File: config.mk
export PLATFORM = sky130hd
export DESIGN_NAME = key_filter_array
export DESIGN_NICKNAME = d
export VERILOG_FILES = /design/src/rtl/key_filter_array.sv
export SDC_FILE = /design/constraint.sdc
export NUM_CORES = 1
export LEC_CHECK = 0
export CAP_MARGIN = 10
export CORE_ASPECT_RATIO = 1.4
export CORE_UTILIZATION = 46
export CTS_CLUSTER_SIZE = 10
export DETAILED_ROUTE_END_ITERATION = 8
export GPL_ROUTABILITY_DRIVEN = 0
export PLACE_DENSITY = 0.71
export SLEW_MARGIN = 20
export SYNTH_ARGS = -nofsm -noshare
export SYNTH_HDL_FRONTEND = slang
export SYNTH_SLANG_ARGS = --single-unit
File: constraint.sdc
create_clock -name clk -period 3.55 [get_ports clk]
set_input_delay 0.8875 -clock clk [delete_from_list [all_inputs] [get_ports clk]]
set_output_delay 0.8875 -clock clk [all_outputs]
set_load 0.05 [all_outputs]
File: src/rtl/key_filter_array.sv
// -----------------------------------------------------------------------------
// key_filter_array
//   N-channel push-button conditioner for raw active-low board keys.
//   Each channel: 2-flop synchroniser -> stability-counter debouncer with
//   press/release pulses -> optional hold-to-repeat generator.
//   A priority encoder reports the lowest-numbered key_press bit.
//
// Build option:
//   KEY_AUTOREPEAT_EN  when defined, a key held in HELD emits a repeat press
//                      HOLD_CYC clocks after the initial press, then one every
//                      REPEAT_CYC clocks. When undefined, no repeat hardware
//                      exists and HOLD_CYC / REPEAT_CYC only size the counters.
//
// Ports:
//   clk          system clock
//   rst_n        asynchronous active-low reset
//   key_n        raw keys, asynchronous, 0 = pressed
//   key_state    debounced level, 1 = pressed
//   key_press    one-cycle pulse per accepted press and per repeat tick
//   key_release  one-cycle pulse per accepted release
//   key_valid    key_press is non-zero this cycle
//   key_code     index of lowest set key_press bit, 0 when key_valid low
// -----------------------------------------------------------------------------

// -----------------------------------------------------------------------------
// key_filter_lane
//   One channel of the array.
//   clk, rst_n   clock / async active-low reset
//   key_n_i      raw key, 0 = pressed
//   state_o      debounced level
//   press_o      press / repeat pulse
//   release_o    release pulse
// -----------------------------------------------------------------------------
module key_filter_lane #(
   parameter int DEBOUNCE_CYC = 1000000,
`ifdef KEY_AUTOREPEAT_EN
   parameter int HOLD_CYC     = 25000000,
   parameter int REPEAT_CYC   = 5000000,
`endif
   parameter int CNT_W        = 25
) (
   input  logic clk,
   input  logic rst_n,
   input  logic key_n_i,
   output logic state_o,
   output logic press_o,
   output logic release_o
);

   localparam logic [1:0] ST_IDLE     = 2'd0;
   localparam logic [1:0] ST_PRESS_DB = 2'd1;
   localparam logic [1:0] ST_HELD     = 2'd2;
   localparam logic [1:0] ST_REL_DB   = 2'd3;

   localparam logic [CNT_W-1:0] DB_LAST = CNT_W'(DEBOUNCE_CYC - 1);

   // Saturating increment: counters stop at all-ones instead of wrapping.
   function automatic logic [CNT_W-1:0] sat_inc(input logic [CNT_W-1:0] v);
      return (v == {CNT_W{1'b1}}) ? v : v + CNT_W'(1);
   endfunction

   // sync_q[0] is the metastability flop, sync_q[1] the stable sample.
   logic [1:0]       sync_q, sync_d;
   logic [1:0]       st_q, st_d;
   logic [CNT_W-1:0] db_cnt_q, db_cnt_d;
   logic             state_q, state_d;
   logic             press_q, press_d;
   logic             release_q, release_d;
   logic             pressed;
   logic             rpt_pulse;

   assign pressed = ~sync_q[1];

`ifdef KEY_AUTOREPEAT_EN
   localparam logic [CNT_W-1:0] HOLD_LAST = CNT_W'(HOLD_CYC - 1);
   localparam logic [CNT_W-1:0] REP_LAST  = CNT_W'(REPEAT_CYC - 1);

   // rpt_act_q: the initial hold delay has expired and the channel is in
   // the periodic phase. Counters only advance while HELD with the key
   // still pressed, so a release-bounce (REL_DB) freezes them, and they are
   // cleared once the channel is back in IDLE.
   logic [CNT_W-1:0] hold_cnt_q, hold_cnt_d;
   logic [CNT_W-1:0] rpt_cnt_q, rpt_cnt_d;
   logic             rpt_act_q, rpt_act_d;

   always_comb begin
      hold_cnt_d = hold_cnt_q;
      rpt_cnt_d  = rpt_cnt_q;
      rpt_act_d  = rpt_act_q;
      rpt_pulse  = 1'b0;
      if (st_q == ST_IDLE) begin
         hold_cnt_d = '0;
         rpt_cnt_d  = '0;
         rpt_act_d  = 1'b0;
      end else if (st_q == ST_HELD && pressed) begin
         if (!rpt_act_q) begin
            if (hold_cnt_q == HOLD_LAST) begin
               rpt_pulse = 1'b1;
               rpt_act_d = 1'b1;
               rpt_cnt_d = '0;
            end else begin
               hold_cnt_d = sat_inc(hold_cnt_q);
            end
         end else begin
            if (rpt_cnt_q == REP_LAST) begin
               rpt_pulse = 1'b1;
               rpt_cnt_d = '0;
            end else begin
               rpt_cnt_d = sat_inc(rpt_cnt_q);
            end
         end
      end
   end

   always_ff @(posedge clk or negedge rst_n) begin
      if (!rst_n) begin
         hold_cnt_q <= '0;
         rpt_cnt_q  <= '0;
         rpt_act_q  <= 1'b0;
      end else begin
         hold_cnt_q <= hold_cnt_d;
         rpt_cnt_q  <= rpt_cnt_d;
         rpt_act_q  <= rpt_act_d;
      end
   end
`else
   assign rpt_pulse = 1'b0;
`endif

   always_comb begin
      sync_d    = {sync_q[0], key_n_i};
      st_d      = st_q;
      db_cnt_d  = db_cnt_q;
      state_d   = state_q;
      press_d   = 1'b0;
      release_d = 1'b0;
      case (st_q)
         ST_IDLE: begin
            if (pressed) begin
               db_cnt_d = '0;
               st_d     = ST_PRESS_DB;
            end
         end
         ST_PRESS_DB: begin
            // Any released sample before the count completes is a bounce.
            if (!pressed) begin
               st_d = ST_IDLE;
            end else if (db_cnt_q == DB_LAST) begin
               st_d    = ST_HELD;
               state_d = 1'b1;
               press_d = 1'b1;
            end else begin
               db_cnt_d = sat_inc(db_cnt_q);
            end
         end
         ST_HELD: begin
            if (!pressed) begin
               db_cnt_d = '0;
               st_d     = ST_REL_DB;
            end else begin
               press_d = rpt_pulse;
            end
         end
         ST_REL_DB: begin
            // Returning to HELD is silent; the repeat state is untouched.
            if (pressed) begin
               st_d = ST_HELD;
            end else if (db_cnt_q == DB_LAST) begin
               st_d      = ST_IDLE;
               state_d   = 1'b0;
               release_d = 1'b1;
            end else begin
               db_cnt_d = sat_inc(db_cnt_q);
            end
         end
         default: st_d = ST_IDLE;
      endcase
   end

   // Synchroniser resets to "released" so a key held through reset is
   // debounced from the first clock after reset like a fresh press.
   always_ff @(posedge clk or negedge rst_n) begin
      if (!rst_n) begin
         sync_q    <= 2'b11;
         st_q      <= ST_IDLE;
         db_cnt_q  <= '0;
         state_q   <= 1'b0;
         press_q   <= 1'b0;
         release_q <= 1'b0;
      end else begin
         sync_q    <= sync_d;
         st_q      <= st_d;
         db_cnt_q  <= db_cnt_d;
         state_q   <= state_d;
         press_q   <= press_d;
         release_q <= release_d;
      end
   end

   assign state_o   = state_q;
   assign press_o   = press_q;
   assign release_o = release_q;

endmodule

module key_filter_array #(
   parameter int NUM_KEYS     = 4,
   parameter int DEBOUNCE_CYC = 1000000,
   parameter int HOLD_CYC     = 25000000,
   parameter int REPEAT_CYC   = 5000000
) (
   input  logic                                          clk,
   input  logic                                          rst_n,
   input  logic [NUM_KEYS-1:0]                           key_n,
   output logic [NUM_KEYS-1:0]                           key_state,
   output logic [NUM_KEYS-1:0]                           key_press,
   output logic [NUM_KEYS-1:0]                           key_release,
   output logic                                          key_valid,
   output logic [((NUM_KEYS > 1) ? $clog2(NUM_KEYS) : 1)-1:0] key_code
);

   localparam int KC_W    = (NUM_KEYS > 1) ? $clog2(NUM_KEYS) : 1;
   localparam int MAX_DH  = (DEBOUNCE_CYC > HOLD_CYC) ? DEBOUNCE_CYC : HOLD_CYC;
   localparam int MAX_ALL = (MAX_DH > REPEAT_CYC) ? MAX_DH : REPEAT_CYC;
   localparam int CNT_W   = ($clog2(MAX_ALL) < 1) ? 1 : $clog2(MAX_ALL);

   for (genvar g = 0; g < NUM_KEYS; g++) begin : g_lane
      key_filter_lane #(
         .DEBOUNCE_CYC (DEBOUNCE_CYC),
`ifdef KEY_AUTOREPEAT_EN
         .HOLD_CYC     (HOLD_CYC),
         .REPEAT_CYC   (REPEAT_CYC),
`endif
         .CNT_W        (CNT_W)
      ) u_lane (
         .clk       (clk),
         .rst_n     (rst_n),
         .key_n_i   (key_n[g]),
         .state_o   (key_state[g]),
         .press_o   (key_press[g]),
         .release_o (key_release[g])
      );
   end

   // Scan from the top down so the lowest set index is the one that sticks.
   always_comb begin
      key_code = '0;
      for (int i = NUM_KEYS - 1; i >= 0; i--) begin
         if (key_press[i]) key_code = KC_W'(i);
      end
   end

   assign key_valid = |key_press;

endmodule

==> results of run 1 <==
worst min-delay path by stage:
stage	startpoint	endpoint	cells past startpoint
global route	g_lane[1].u_lane.sync_q[0]	g_lane[1].u_lane.sync_q[1]	0
detailed placement	g_lane[2].u_lane.sync_q[0]	g_lane[2].u_lane.sync_q[1]	0
finish	g_lane[0].u_lane.sync_q[0]	g_lane[0].u_lane.sync_q[1]	0
global placement	g_lane[0].u_lane.sync_q[0]	g_lane[0].u_lane.sync_q[1]	0
floorplan	g_lane[0].u_lane.sync_q[0]	g_lane[0].u_lane.sync_q[1]	0
CTS	g_lane[2].u_lane.sync_q[0]	g_lane[2].u_lane.sync_q[1]	0
state kept, by name, indices dropped and copies added (netlist names), named ones only:
name and count:
g_lane.u_lane.st_q 4, g_lane.u_lane.sync_q 8, g_lane.u_lane.press_o 4, g_lane.u_lane.release_o 4, g_lane.u_lane.state_o 4, g_lane.u_lane.db_cnt_q 100
where the power goes:
| group | switching [µW] | internal [µW] | total, µW |
|---|---|---|---|
| sequential | 67.9 | 1510 | 1570 |
| clock | 652 | 1390 | 2040 |
| combinational | 127 | 68.3 | 196 |
| total | 847 | 2970 | 3810 |
routing by layer:
metal,up-vias,share of wire [%]
li1,3263,-
met1,3272,44
met2,140,50
met3,32,3.5
met4,0,2.3
met5,-,0
cell families after synthesis:
logic type	after synthesis	share of synthesized area, %
simple gates	427	31.0
compound gates	203	19.4
flops	128	41.8
buf+inv	84	5.47
mux	7	0.977
xor+xnor	6	0.684
fa+ha+maj	4	0.651
worst max-delay path, delay by kind of cell, from the launching register on:
kind	cells	cell delay (ns)
adder cells (fa/ha/maj)	1	0.24
AO/OA/AOI/OAI	2	0.70
flip-flops	1	0.40
AND/OR/NAND/NOR	3	0.84
buffers and inverters	1	0.45
per-stage QoR:
step	area, µm²	cells
3_3_place_gp	7890	1023
6_report	8580	1055
4_1_cts	8580	1055
2_1_floorplan	7680	859
5_1_grt	8580	1055
3_5_place_dp	7890	1023
cells in the final DEF, fill, tap and decap left out, types with 19 or more instances in the layout:
cell / synthesis / routed
o211ai_1: 28 / 28
and3_1: 21 / 21
a21oi_1: 28 / 28
o21ai_0: 27 / 26
nand2_1: 99 / 99
clkdlybuf4s50_1: 0 / 19
nand4_1: 38 / 38
dfrtp_1: 120 / 120
nand3_1: 67 / 67
nor3_1: 24 / 24
nor2_1: 50 / 50
area by class of cell:
cell class	instances	share of cell area (%)
Sequential cell	128	37.5
Multi-Input combinational cell	647	47.3
Timing Repair Buffer	32	3.54
Clock buffer	23	5.69
Clock inverter	9	2.35
Tap cell	199	2.90
Inverter	17	0.744
==> results.py, run 1 <==
metrics = {
    "outcome": {
        "status": "complete, but fails checks",
        "violations": "design-rule violations",
    },
    "synthesis": {
        "synthTopCellsByCount": "dfrtp_1, nand2_1, nand3_1",
        "synth_nets": 869,
        "synth_top_area_share_pct": 39.1,
        "ys_ff_latch": 128,
        "synth_cells": 859,
        "synth_most_common_cell": "dfrtp_1",
        "synth-edff-count": 0,
        "yosysTopAreaCell": "dfrtp_1",
        "synth_area_um2": 7680,
        "synth.top_cells.by_area": "dfrtp_1, nand2_1, nand3_1, nand4_1, dfstp_2",
        "synthArstFlopShare_pct": 100,
        "yosysSeqAreaShare_pct": 41.8,
        "synth-main-ff-cell": "dfrtp_1",
        "ys_types": 76,
        "ys_warn_count": 0,
        "postSynthAreaPerCell_um2": 8.94,
    },
    "clocking": {
        "clockBufferDepth": 2,
        "cts-buffers-inserted": 17,
        "cts-hold-fix-buffers": 0,
        "post_cts_buffers": 0,
        "clk_root_buffer_cell": "clkbuf_16",
        "clk_latency_ns": 0.43,
        "clk_pin_slew_worst_paths_ns": 0.06,
        "cts_htree_levels": 4,
        "cts_resized": 0,
        "cts.sinks": 128,
        "cts_tree": "built",
    },
    "global_routing": {
        "grt_util_all_layers_pct": 22.0,
        "grt-busiest-layer": "met2",
        "grt_pass1_vias": 6511,
        "antenna_found_initial": 0,
        "grt_max_degree": 85,
        "gr-usage-met1_pct": 27.0,
        "use_met2_pct": 37.6,
        "gr-total-overflow": 0,
        "grt_util_met3_pct": 4.01,
        "grt_pass1_wl_um": 30900,
    },
    "critical_path": {
        "critPathMaxFanout": 19,
        "crit_chain": "ha_1, and4_1, nand4_1, o21ai_2, clkinv_1, nand2b_1, o21ai_0",
        "end_kind": "flip-flop",
        "r2r-start": "g_lane[0].u_lane.db_cnt_q[0]",
        "r2r-end": "g_lane[0].u_lane.db_cnt_q[1]",
        "cpPeakStageDelay_ns": 0.58,
        "required_ns": 3.85,
        "critPathCapture": "g_lane[0].u_lane.db_cnt_q[1]",
        "crit_type": "reg -> reg",
        "cp_slowest_cell": "o21ai_2",
        "setup.worst_path.start": "g_lane[0].u_lane.db_cnt_q[0]",
        "worstSetupStartpointType": "flip-flop",
        "reg2reg_depth": 7,
        "critPathArrivalTime_ns": 3.07,
        "r2r_slack_ns": 0.78,
    },
    "drt": {
        "routedWlPerCell_um": 16.8,
        "vias": 6707,
        "drt_iter0_drc": 583,
        "vias_per_cell": 6.36,
        "drc": 4,
        "first_pass_iters": 6,
        "totalWireLength_um": 17800,
        "ant_nets": 0,
    },
    "pwr": {
        "p_per_area_nw_per_um2": 445,
        "vdd_drop_max_mv": 0.324,
        "leakage_uw": 0.00349,
        "power_uw": 3810,
    },
    "final_layout": {
        "final_core_util_pct": 52.8,
        "nets": 853,
        "multiInputGateArea_um2": 4060,
        "fillers": 1477,
        "drive_gt1_share_pct": 9.11,
        "seq_area_um2": 3210,
        "antenna_cells": 0,
        "synthToLayoutAreaGrowth_pct": 11.7,
    },
    "placed_design": {
        "post-place-ws_ns": 0.810,
        "numPortBuffers": 20,
        "hpwl_um": 11500,
    },
    "die": {
        "start_util_pct": 47.3,
        "rows": 55,
        "coreArea_um2": 16200,
        "chipWidth_um": 111,
        "dieArea_um2": 17200,
        "die_y_um": 155,
        "ioPinCount": 21,
    },
    "run": {
        "maxCapViolations": 0,
    },
    "timing": {
        "fin_setup_tns_ns": 0,
        "drv_slew": 0,
        "grt_setup_unrepaired": "false",
        "fin_skew_ns": 0.00799,
        "hold_ws_ns": 0.355,
        "fmax_ghz": 0.361,
        "setup_viol": 0,
        "finalHoldViolCount": 0,
        "min_period_over_period_pct": 78.1,
        "tightest_slew_ns": 0.823,
        "fin_crit_ns": 2.77,
        "postLayoutSetupSlackWorst_ns": 0.779,
        "slew_headroom_pct": 45.2,
    },
    "worst_hold_path": {
        "hp-class": "reg -> reg",
    },
}
No activity file was read; power rests on OpenSTA's default activity.
==> run 2: changes to the inputs <==
Settings changed: PLACE_DENSITY 0.71 to 0.74.
Clock period 3.55 ns to 2.3 ns, I/O delays scaled along.
==> run 2 against run 1 <==
  * The run still ends with design-rule violations left
  * Die area did not move
  * Critical path type is now reg -> out
  * First-iteration DRC count rose by 11%
  * Non-clock buffer count rose by 57
  * Critical endpoint is now key_state[1]
  * Clock-buffer cell count fell by 2
  * Worst hold slack got worse by 0.28 ns
  * Sequential power rose by 54%
  * Via count rose by 6.3%
==> results.py, run 2 (synthesized netlist as in run 1, its figures left out) <==
metrics = {
    "pwr": {
        "vdd_drop_max_mv": 0.561,
        "p_per_area_nw_per_um2": 630,
        "leakage_uw": 0.00378,
        "p_sw_share_pct": 23.2,
        "p_int_uw": 4350,
        "p_seq_share_pct": 42.7,
        "power.switching_uw": 1310,
        "clkPwrFrac_pct": 50.9,
        "power_uw": 5670,
        "combPwrFrac_pct": 6.4,
    },
    "run": {
        "maxCapViolations": 0,
    },
    "die": {
        "coreArea_um2": 16200,
        "start_util_pct": 47.3,
        "dieArea_um2": 17200,
        "chipWidth_um": 111,
        "die_y_um": 155,
        "ioPinCount": 21,
        "rows": 55,
    },
    "outcome": {
        "violations": "design-rule violations",
        "status": "complete, but fails checks",
    },
    "drt": {
        "drc": 4,
        "vias_per_cell": 6.41,
        "first_pass_iters": 7,
        "drt_iter0_drc": 649,
        "ant_nets": 0,
        "totalWireLength_um": 19100,
        "routedWlPerCell_um": 17.2,
        "vias": 7127,
    },
    "placed_design": {
        "numPortBuffers": 20,
        "placed_cells": 1078,
        "post-place-ws_ns": 0.0994,
        "hpwl_um": 12900,
    },
    "timing": {
        "finalHoldViolCount": 0,
        "min_period_over_period_pct": 95.9,
        "postLayoutSetupSlackWorst_ns": 0.0945,
        "fin_skew_ns": 0.00684,
        "setup_viol": 0,
        "hold_ws_ns": 0.0772,
        "fin_crit_ns": 2.21,
        "tightest_slew_ns": 0.745,
        "fin_setup_tns_ns": 0,
        "fmax_ghz": 0.453,
        "grt_setup_unrepaired": "true",
        "slew_headroom_pct": 50.0,
        "drv_slew": 0,
    },
    "final_layout": {
        "largest_reg_flops": 100,
        "top_regs": "g_lane.u_lane.db_cnt_q (100), g_lane.u_lane.sync_q (8)",
        "fillers": 1419,
        "final_common_cell": "dfrtp_1",
        "instances_no_fill": 1112,
        "antenna_cells": 0,
        "drive_gt1_share_pct": 16.1,
        "final_cell_mix": "dfrtp_1, nand2_1, buf_4, nand3_1, nor2_1",
        "regMostFlops": "g_lane.u_lane.db_cnt_q",
        "synthToLayoutAreaGrowth_pct": 17.1,
        "nets": 910,
        "seq_area_um2": 3220,
        "multiInputGateArea_um2": 4090,
    },
    "clocking": {
        "cts-buffers-inserted": 17,
        "clk_pin_slew_worst_paths_ns": 0.06,
        "cts_tree": "built",
        "clockBufferDepth": 2,
        "cts.sinks": 128,
        "clk_root_buffer_cell": "clkbuf_16",
        "cts_htree_levels": 4,
        "cts-hold-fix-buffers": 0,
        "clk_latency_ns": 0.43,
    },
    "critical_path": {
        "r2r_slack_ns": 0.10,
        "cpPeakStageDelay_ns": 0.83,
        "critPathMaxFanout": 3,
        "end_kind": "primary output",
        "worstSetupStartpointType": "flip-flop",
        "crit_type": "reg -> out",
        "cp_slowest_cell": "clkdlybuf4s50_1",
        "critPathArrivalTime_ns": 1.63,
        "crit_chain": "clkdlybuf4s50_1",
        "crit_family": "buffers and inverters",
        "critical_path_buf_inv_count": 1,
        "required_ns": 1.73,
    },
    "global_routing": {
        "grt_util_all_layers_pct": 23.3,
        "antenna_found_initial": 0,
        "gr-total-overflow": 0,
        "grt_pass1_wl_um": 32900,
        "grt_pass1_vias": 6897,
        "grt_max_degree": 46,
    },
    "worst_hold_path": {
        "hp-class": "in -> async",
    },
}
[run 2: cell types whose count changed in the layout (fill, tap and decap cells not counted), sizes merged]
cell / change
buf: +60
clkdlybuf4s50: -4
clkinv: +3
bufinv: -2
clkbuf: -2
clkinvlp: +1
dlygate4sd2: +1
[run 2: per-layer routing]
layer / part of all wire (%) / up-vias / track usage (%)
li1: - / 3383 / -
met1: 44 / 3482 / 27.8
met2: 49 / 212 / 40.2
met3: 4.1 / 50 / 4.44
met4: 3.2 / 0 / 11.8
met5: 0 / - / 0
[run 2: power by group through the flow]
stage,Clock (µW),Sequential (µW),Combinational [µW]
2_1_floorplan,0,2430,221
3_3_place_gp,0,2450,353
3_5_place_dp,0,2460,360
4_1_cts,2920,2420,362
5_1_grt,3030,2430,405
6_report,2890,2420,361
[run 2: what timing repair did]
item,in CTS,in global routing
pin swaps,0,2
buffers inserted,0,2
resized for setup,1,8
setup endpoints to repair,1,11
[run 2: worst paths after layout]
| kind | from | to | depth (start not counted) |
|---|---|---|---|
| max | g_lane[1].u_lane.state_o | key_state[1] | 1 |
| min | rst_n | g_lane[0].u_lane.db_cnt_q[17] | 1 |
| max reg2reg | g_lane[0].u_lane.db_cnt_q[11] | g_lane[0].u_lane.db_cnt_q[21] | 5 |
| min reg2reg | g_lane[3].u_lane.sync_q[0] | g_lane[3].u_lane.sync_q[1] | 0 |
| max in group asynchronous | rst_n | g_lane[1].u_lane.sync_q[0] | 2 |
| min in group clk | g_lane[3].u_lane.sync_q[0] | g_lane[3].u_lane.sync_q[1] | 0 |
[run 2: final cells by class]
type                            instances  share of cell area [%]
Clock inverter                         11                    1.78
Tap cell                              199                    2.77
Multi-Input combinational cell        647                    45.5
Timing Repair Buffer                   89                    8.31
Clock buffer                           21                    5.23
Inverter                               17                   0.709
Sequential cell                       128                    35.7
[run 2: per-stage QoR]
step | util (%) | area, µm²
finish | 55.4 | 9000
global route | 55.4 | 9000
CTS | 55.1 | 8950
detailed placement | 51.2 | 8320
global placement | 51.2 | 8320
floorplan | - | 7680
